--- config.mk ---
export PLATFORM = sky130hd
export DESIGN_NAME = traffic_gen_sched
export DESIGN_NICKNAME = d
export VERILOG_FILES = /design/src/rtl/traffic_gen_sched_pkg.sv /design/src/rtl/traffic_gen_gap_timer.sv /design/src/rtl/traffic_gen_sched.sv
export SDC_FILE = /design/constraint.sdc
export NUM_CORES = 1
export LEC_CHECK = 0
export CAP_MARGIN = 25
export CORE_MARGIN = 1
export CORE_UTILIZATION = 54
export CTS_CLUSTER_SIZE = 30
export DETAILED_ROUTE_END_ITERATION = 10
export PLACE_DENSITY = 0.83
export SYNTH_ARGS = -nofsm -noshare
export SYNTH_HDL_FRONTEND = slang
export SYNTH_SLANG_ARGS = --single-unit
--- constraint.sdc ---
create_clock -name clk_i -period 8.8 [get_ports clk_i]
set_clock_uncertainty 0.2 [all_clocks]
set_input_delay 1.76 -clock clk_i [delete_from_list [all_inputs] [get_ports clk_i]]
set_output_delay 1.76 -clock clk_i [all_outputs]
set_load 0.05 [all_outputs]
--- src/rtl/traffic_gen_sched_pkg.sv ---
`default_nettype none
// ============================================================================
// Package : traffic_gen_package
// Brief   : Shared types for the traffic generator request scheduler.
//           Field widths follow the scheduler's default parameter values.
// Rev     : 1.0  initial release
// ============================================================================
package traffic_gen_package;

  localparam int unsigned TG_ADDR_WIDTH = 32;
  localparam int unsigned TG_CNT_WIDTH  = 16;
  localparam int unsigned TG_GAP_WIDTH  = 8;

  typedef enum logic [2:0] {
    S_IDLE     = 3'd0,
    S_ISSUE_RD = 3'd1,
    S_ISSUE_WR = 3'd2,
    S_GAP      = 3'd3,
    S_DONE     = 3'd4
  } sched_state_t;

  // Run configuration captured at start.
  typedef struct packed {
    logic [TG_CNT_WIDTH-1:0]  n_trans;
    logic [3:0]               rd_len;
    logic [3:0]               wr_len;
    logic [TG_ADDR_WIDTH-1:0] base_addr;
    logic [15:0]              stride;
    logic [TG_GAP_WIDTH-1:0]  gap;
  } ctrl_sched_t;

  // Status reported back to the control wrapper.
  typedef struct packed {
    logic                    busy;
    logic                    done;
    logic [TG_CNT_WIDTH-1:0] issued_cnt;
  } flags_sched_t;

  // The issue state of the opposite stream.
  function automatic sched_state_t other_phase(input sched_state_t s);
    return (s == S_ISSUE_RD) ? S_ISSUE_WR : S_ISSUE_RD;
  endfunction

endpackage
`default_nettype wire

--- src/rtl/traffic_gen_gap_timer.sv ---
`default_nettype none
// ============================================================================
// Module  : traffic_gen_gap_timer
// Brief   : Down-counter timing the idle gap between consecutive requests.
//           expired_o is high during the last gap cycle (count == 1).
// Rev     : 1.0  initial release
// ============================================================================
module traffic_gen_gap_timer #(
  parameter int unsigned GAP_WIDTH = 8
) (
  input  logic                 clk_i,
  input  logic                 rst_ni,
  input  logic                 clear_i,
  input  logic                 load_i,
  input  logic [GAP_WIDTH-1:0] value_i,
  output logic                 expired_o
);

  logic [GAP_WIDTH-1:0] cnt_q;
  logic [GAP_WIDTH-1:0] cnt_d;

  // Load on request, otherwise count down to zero and rest there.
  always_comb begin
    cnt_d = cnt_q;
    if (load_i) begin
      cnt_d = value_i;
    end else if (cnt_q != '0) begin
      cnt_d = cnt_q - GAP_WIDTH'(1);
    end
  end

  // Counter register with synchronous reset / soft clear.
  always_ff @(posedge clk_i) begin
    if (!rst_ni || clear_i) begin
      cnt_q <= '0;
    end else begin
      cnt_q <= cnt_d;
    end
  end

  assign expired_o = (cnt_q == GAP_WIDTH'(1));

endmodule
`default_nettype wire

--- src/rtl/traffic_gen_sched.sv ---
`default_nettype none
// ============================================================================
// Module  : traffic_gen_sched
// Brief   : Sequences a programmed number of read/write requests onto two
//           valid/ready streams with alternating phases, strided addresses
//           and an optional idle gap after every handshake.
// Rev     : 1.0  initial release
// ============================================================================
module traffic_gen_sched
  import traffic_gen_package::*;
#(
  parameter int unsigned ADDR_WIDTH = TG_ADDR_WIDTH,
  parameter int unsigned CNT_WIDTH  = TG_CNT_WIDTH,
  parameter int unsigned GAP_WIDTH  = TG_GAP_WIDTH
) (
  input  logic                  clk_i,
  input  logic                  rst_ni,
  input  logic                  clear_i,
  input  logic                  start_i,
  input  logic [CNT_WIDTH-1:0]  n_trans_i,
  input  logic [3:0]            rd_len_i,
  input  logic [3:0]            wr_len_i,
  input  logic [ADDR_WIDTH-1:0] base_addr_i,
  input  logic [15:0]           stride_i,
  input  logic [GAP_WIDTH-1:0]  gap_i,
  output logic                  r_req_valid_o,
  output logic [ADDR_WIDTH-1:0] r_req_addr_o,
  input  logic                  r_req_ready_i,
  output logic                  w_req_valid_o,
  output logic [ADDR_WIDTH-1:0] w_req_addr_o,
  input  logic                  w_req_ready_i,
  output logic                  busy_o,
  output logic                  done_o,
  output logic [CNT_WIDTH-1:0]  issued_cnt_o
);

  sched_state_t          state_q, state_d;
  sched_state_t          resume_q, resume_d;   // issue state to enter after GAP
  sched_state_t          next_issue;
  ctrl_sched_t           cfg_q, cfg_d;
  logic [ADDR_WIDTH-1:0] addr_q, addr_d;
  logic [CNT_WIDTH-1:0]  issued_q, issued_d;
  logic [3:0]            phase_q, phase_d;
  logic                  gap_load;
  logic                  gap_expired;
  logic                  hs;
  logic [3:0]            cur_len;
  logic [3:0]            oth_len;
  flags_sched_t          flags;

  traffic_gen_gap_timer #(
    .GAP_WIDTH (GAP_WIDTH)
  ) u_gap_timer (
    .clk_i     (clk_i),
    .rst_ni    (rst_ni),
    .clear_i   (clear_i),
    .load_i    (gap_load),
    .value_i   (cfg_q.gap),
    .expired_o (gap_expired)
  );

  // Handshake and phase-length selection for the stream currently issuing.
  always_comb begin
    hs      = ((state_q == S_ISSUE_RD) && r_req_ready_i) ||
              ((state_q == S_ISSUE_WR) && w_req_ready_i);
    cur_len = (state_q == S_ISSUE_WR) ? cfg_q.wr_len : cfg_q.rd_len;
    oth_len = (state_q == S_ISSUE_WR) ? cfg_q.rd_len : cfg_q.wr_len;
  end

  // Next-state logic: config capture, issue sequencing, phase switching, gap.
  always_comb begin
    state_d    = state_q;
    resume_d   = resume_q;
    cfg_d      = cfg_q;
    addr_d     = addr_q;
    issued_d   = issued_q;
    phase_d    = phase_q;
    gap_load   = 1'b0;
    next_issue = state_q;

    case (state_q)
      S_IDLE: begin
        if (start_i) begin
          cfg_d.n_trans   = n_trans_i;
          cfg_d.rd_len    = rd_len_i;
          cfg_d.wr_len    = wr_len_i;
          cfg_d.base_addr = base_addr_i;
          cfg_d.stride    = stride_i;
          cfg_d.gap       = gap_i;
          issued_d        = '0;
          phase_d         = '0;
          addr_d          = base_addr_i;
          if ((n_trans_i == '0) || ((rd_len_i == 4'd0) && (wr_len_i == 4'd0))) begin
            state_d = S_DONE;
          end else if (rd_len_i != 4'd0) begin
            state_d = S_ISSUE_RD;
          end else begin
            state_d = S_ISSUE_WR;
          end
        end
      end

      S_ISSUE_RD, S_ISSUE_WR: begin
        if (hs) begin
          issued_d = issued_q + CNT_WIDTH'(1);
          addr_d   = addr_q + ADDR_WIDTH'(cfg_q.stride);
          // End of phase: hop to the other stream unless it has no length.
          if ((phase_q + 4'd1) == cur_len) begin
            phase_d    = '0;
            next_issue = (oth_len != 4'd0) ? other_phase(state_q) : state_q;
          end else begin
            phase_d    = phase_q + 4'd1;
            next_issue = state_q;
          end
          if ((issued_q + CNT_WIDTH'(1)) == cfg_q.n_trans) begin
            state_d = S_DONE;
          end else if (cfg_q.gap != '0) begin
            state_d  = S_GAP;
            resume_d = next_issue;
            gap_load = 1'b1;
          end else begin
            state_d = next_issue;
          end
        end
      end

      S_GAP: begin
        if (gap_expired) begin
          state_d = resume_q;
        end
      end

      S_DONE: begin
        state_d = S_IDLE;
      end

      default: begin
        state_d = S_IDLE;
      end
    endcase
  end

  // State and datapath registers; clear_i aborts exactly like reset.
  always_ff @(posedge clk_i) begin
    if (!rst_ni || clear_i) begin
      state_q  <= S_IDLE;
      resume_q <= S_ISSUE_RD;
      cfg_q    <= '0;
      addr_q   <= '0;
      issued_q <= '0;
      phase_q  <= '0;
    end else begin
      state_q  <= state_d;
      resume_q <= resume_d;
      cfg_q    <= cfg_d;
      addr_q   <= addr_d;
      issued_q <= issued_d;
      phase_q  <= phase_d;
    end
  end

  // Status flags decoded from registered state only.
  always_comb begin
    flags.busy       = (state_q != S_IDLE);
    flags.done       = (state_q == S_DONE);
    flags.issued_cnt = issued_q;
  end

  assign r_req_valid_o = (state_q == S_ISSUE_RD);
  assign w_req_valid_o = (state_q == S_ISSUE_WR);
  assign r_req_addr_o  = addr_q;
  assign w_req_addr_o  = addr_q;
  assign busy_o        = flags.busy;
  assign done_o        = flags.done;
  assign issued_cnt_o  = flags.issued_cnt;

endmodule
`default_nettype wire

==> results.yml <==
status:
  status: "finished clean"
floorplanning:
  die_h_um: 114
  start_util_pct: 56.0
  dieArea_mm2: 0.0130
  design.portCount: 170
  rows: 40
  die_w_um: 114
  coreArea_mm2: 0.0121
grt:
  grt_util_all_layers_pct: 29.8
  grt_pass1_vias: 6442
  grt_util_met3_pct: 5.51
  grt_pass1_wl_um: 30800
  grt_max_degree: 95
  met1_usage_pct: 37.3
  grt-ovfl-total: 0
  grt_use_met2_pct: 50.5
  grt_antenna_before_repair: 0
  busiest_layer: "met2"
clocking:
  clk_latency_ps: 410
  cts_tree: "built"
  htreeDepth: 4
  cts-root-buf: "clkbuf_16"
  cts_resized: 0
  cts_setup_buffers: 0
  cts_hold_buffers: 0
  clock-sinks: 114
  path_clk_slew_ps: 50
  clockBufferDepth: 2
  cts_buffers: 17
hold_path:
  whs_path_depth: 2
  worst_hold_path_type: "reg -> reg"
setup_path:
  cp_top_family: "buffers and inverters"
  startpoint_type: "register"
  path_cells: "inv_1 -> nor3_1 -> clkdlybuf4s50_1"
  r2r_setup_slack_ps: 5330
  cp_max_fo: 11
  worst-path-stages: 3
  worstPathRequired_ps: 6840
  end_kind: "output pin"
  worst-path-buf-inv: 2
  cpMaxStageDelayCell: "clkdlybuf4s50_1"
  arrival_ps: 2620
  critPathKind: "reg -> out"
  worst_r2r_path_depth: 9
  critPathMaxStageDelay_ps: 950
place:
  io_buffers: 169
  gp_congestion: 0.882
  hpwl_um: 13000
timing:
  slew_viol_final: 0
  setup_viol: 0
  period_minus_slack_ps: 4580
  rsz0062_at_grt: "false"
  fmax_ghz: 0.219
  tns_ps: 0
  hold_viol: 0
  worst_pin_slew_ps: 1050
  slew-limit-headroom_pct: 29.8
  hold_ws_ps: 261
  final_min_period_over_clock_period_pct: 52.0
finish:
  area_delta_synth_final_pct: 31.8
  antenna_cells: 0
  final_nets: 1117
  drive_gt1_share_pct: 6.07
yosys:
  synth_enable_flop_cells: 0
  synth_area_mm2: 0.00678
  synth_top_area_cell: "dfxtp_1"
  yosysMostFrequentCell: "nand2_1"
  avgSynthCellArea_um2: 7.53
  syn_inst: 901
  synth_nets: 1008
  synthArstFlopShare_pct: 0
  seq_area_frac_synth_pct: 33.6
  yosysWarnings: 0
  ys_ff_latch: 114
  netlist_top_cells_area: "dfxtp_1 (34%), nand2_1 (9.9%), a21oi_1 (8.4%)"
  netlist.area_leader.share_pct: 33.6
  synth_ff_type: "dfxtp_1"
  ys_types: 67
  synth_common_cells: "nand2_1 (178), a21oi_1 (114), dfxtp_1 (114), nor2_1 (49), clkbuf_1 (40)"
power:
  powerDensity_mw_per_mm2: 189
  max-vdd-ir-drop_mv: 0.0993
  p_leak_nw: 3.29
detailed_routing:
  drc: 0
  drt_wl_total_um: 19300
  drt_pass1_iterations: 5
  vias: 6968
  vias_per_cell: 5.86
  wl_per_cell_um: 16.2
  drtAntennaViolNets: 0
  drtIter0Drc: 520
run:
  drv_cap: 0
==> final timing paths <==
| kind | to | from |
|---|---|---|
| worst max-delay path | r_req_valid_o | state_q[0]$_SDFFE_PP0P_ |
| worst min register to register | cfg_q[11]$_SDFFE_PP0P_ | cfg_q[11]$_SDFFE_PP0P_ |
| worst min-delay path | cfg_q[11]$_SDFFE_PP0P_ | cfg_q[11]$_SDFFE_PP0P_ |
| worst max register to register | r_req_addr_o[18]$_SDFFE_PP0P_ | state_q[1]$_SDFFE_PP0P_ |
==> registers in the layout (all words and copies together), names as in the netlist <==
name               cells
cfg_q                 48
u_gap_timer.cnt_q      8
state_q                3
r_req_addr_o          32
resume_q               3
phase_q                4
issued_cnt_o          16
==> metal layers <==
layer,wire length [µm],up-vias
li1,-,3406
met1,8240,3195
met2,9040,329
met3,1540,38
met4,441,0
met5,0,-
==> logic make-up (layout without fill, tap and decap cells) <==
logic type                 count (synthesis)  count (layout)  share of synthesized area [%]
adders and majority gates                 21              21                           3.98
xor gates and xnor gates                  41              41                           5.29
buffers and inverters                     98             219                           7.49
and+or+nand+nor                          374             374                           25.9
AOI/OAI and AO/OA                        239             239                           21.6
DFF                                      114             114                           33.6
muxes                                     14              14                           2.12
==> area by class of cell <==
| type | count | area, µm² |
|---|---|---|
| multi-input cells | 689 | 4030 |
| repair buffers | 178 | 1800 |
| inverters | 10 | 37.5 |
| clock buffers | 20 | 447 |
| clock inverters | 11 | 138 |
| well taps | 168 | 210 |
| flip-flops and latches | 114 | 2280 |
| fillers | 962 | 3170 |
==> cell usage in the layout (no fill, tap or decap), drive strengths merged, types with 7 or more instances in the layout <==
cell	instances
xnor2	26
nor3	34
a311oi	17
o21ai	39
nor2b	7
mux2i	11
dfxtp	114
nand4	16
ha	20
clkbuf	20
inv	10
nand3	29
xor2	15
a21oi	114
nand2	179
and3	8
buf	9
clkdlybuf4s50	169
a21o	10
a31oi	9
a211oi	15
nor2	50
nor4	14
==> through the flow <==
stage               worst slack, ps  instance area, µm²  power (mW)  util [%]  std cells
floorplan                      5030                6780       0.879         -        901
global placement               3220                8290       0.990      68.4       1155
detailed placement             3150                8290       0.996      68.4       1155
CTS                            3570                8870        1.68      73.2       1186
global route                   4110                8940        1.76      73.8       1190
finish                         4220                8940        1.69      73.8       1190
==> power breakdown <==
part	switching [mW]	total, mW	internal [mW]
sequential	0.0348	0.583	0.548
combinational	0.253	0.419	0.166
clock	0.239	0.687	0.447
total	0.526	1.69	1.16
==> worst min-delay path: stages, from the launching register on <==
cell	delay (ps)
dfxtp_1	310
nand2_1	50
a21oi_1	50
Note: power is estimated with default switching activity, not from simulation.
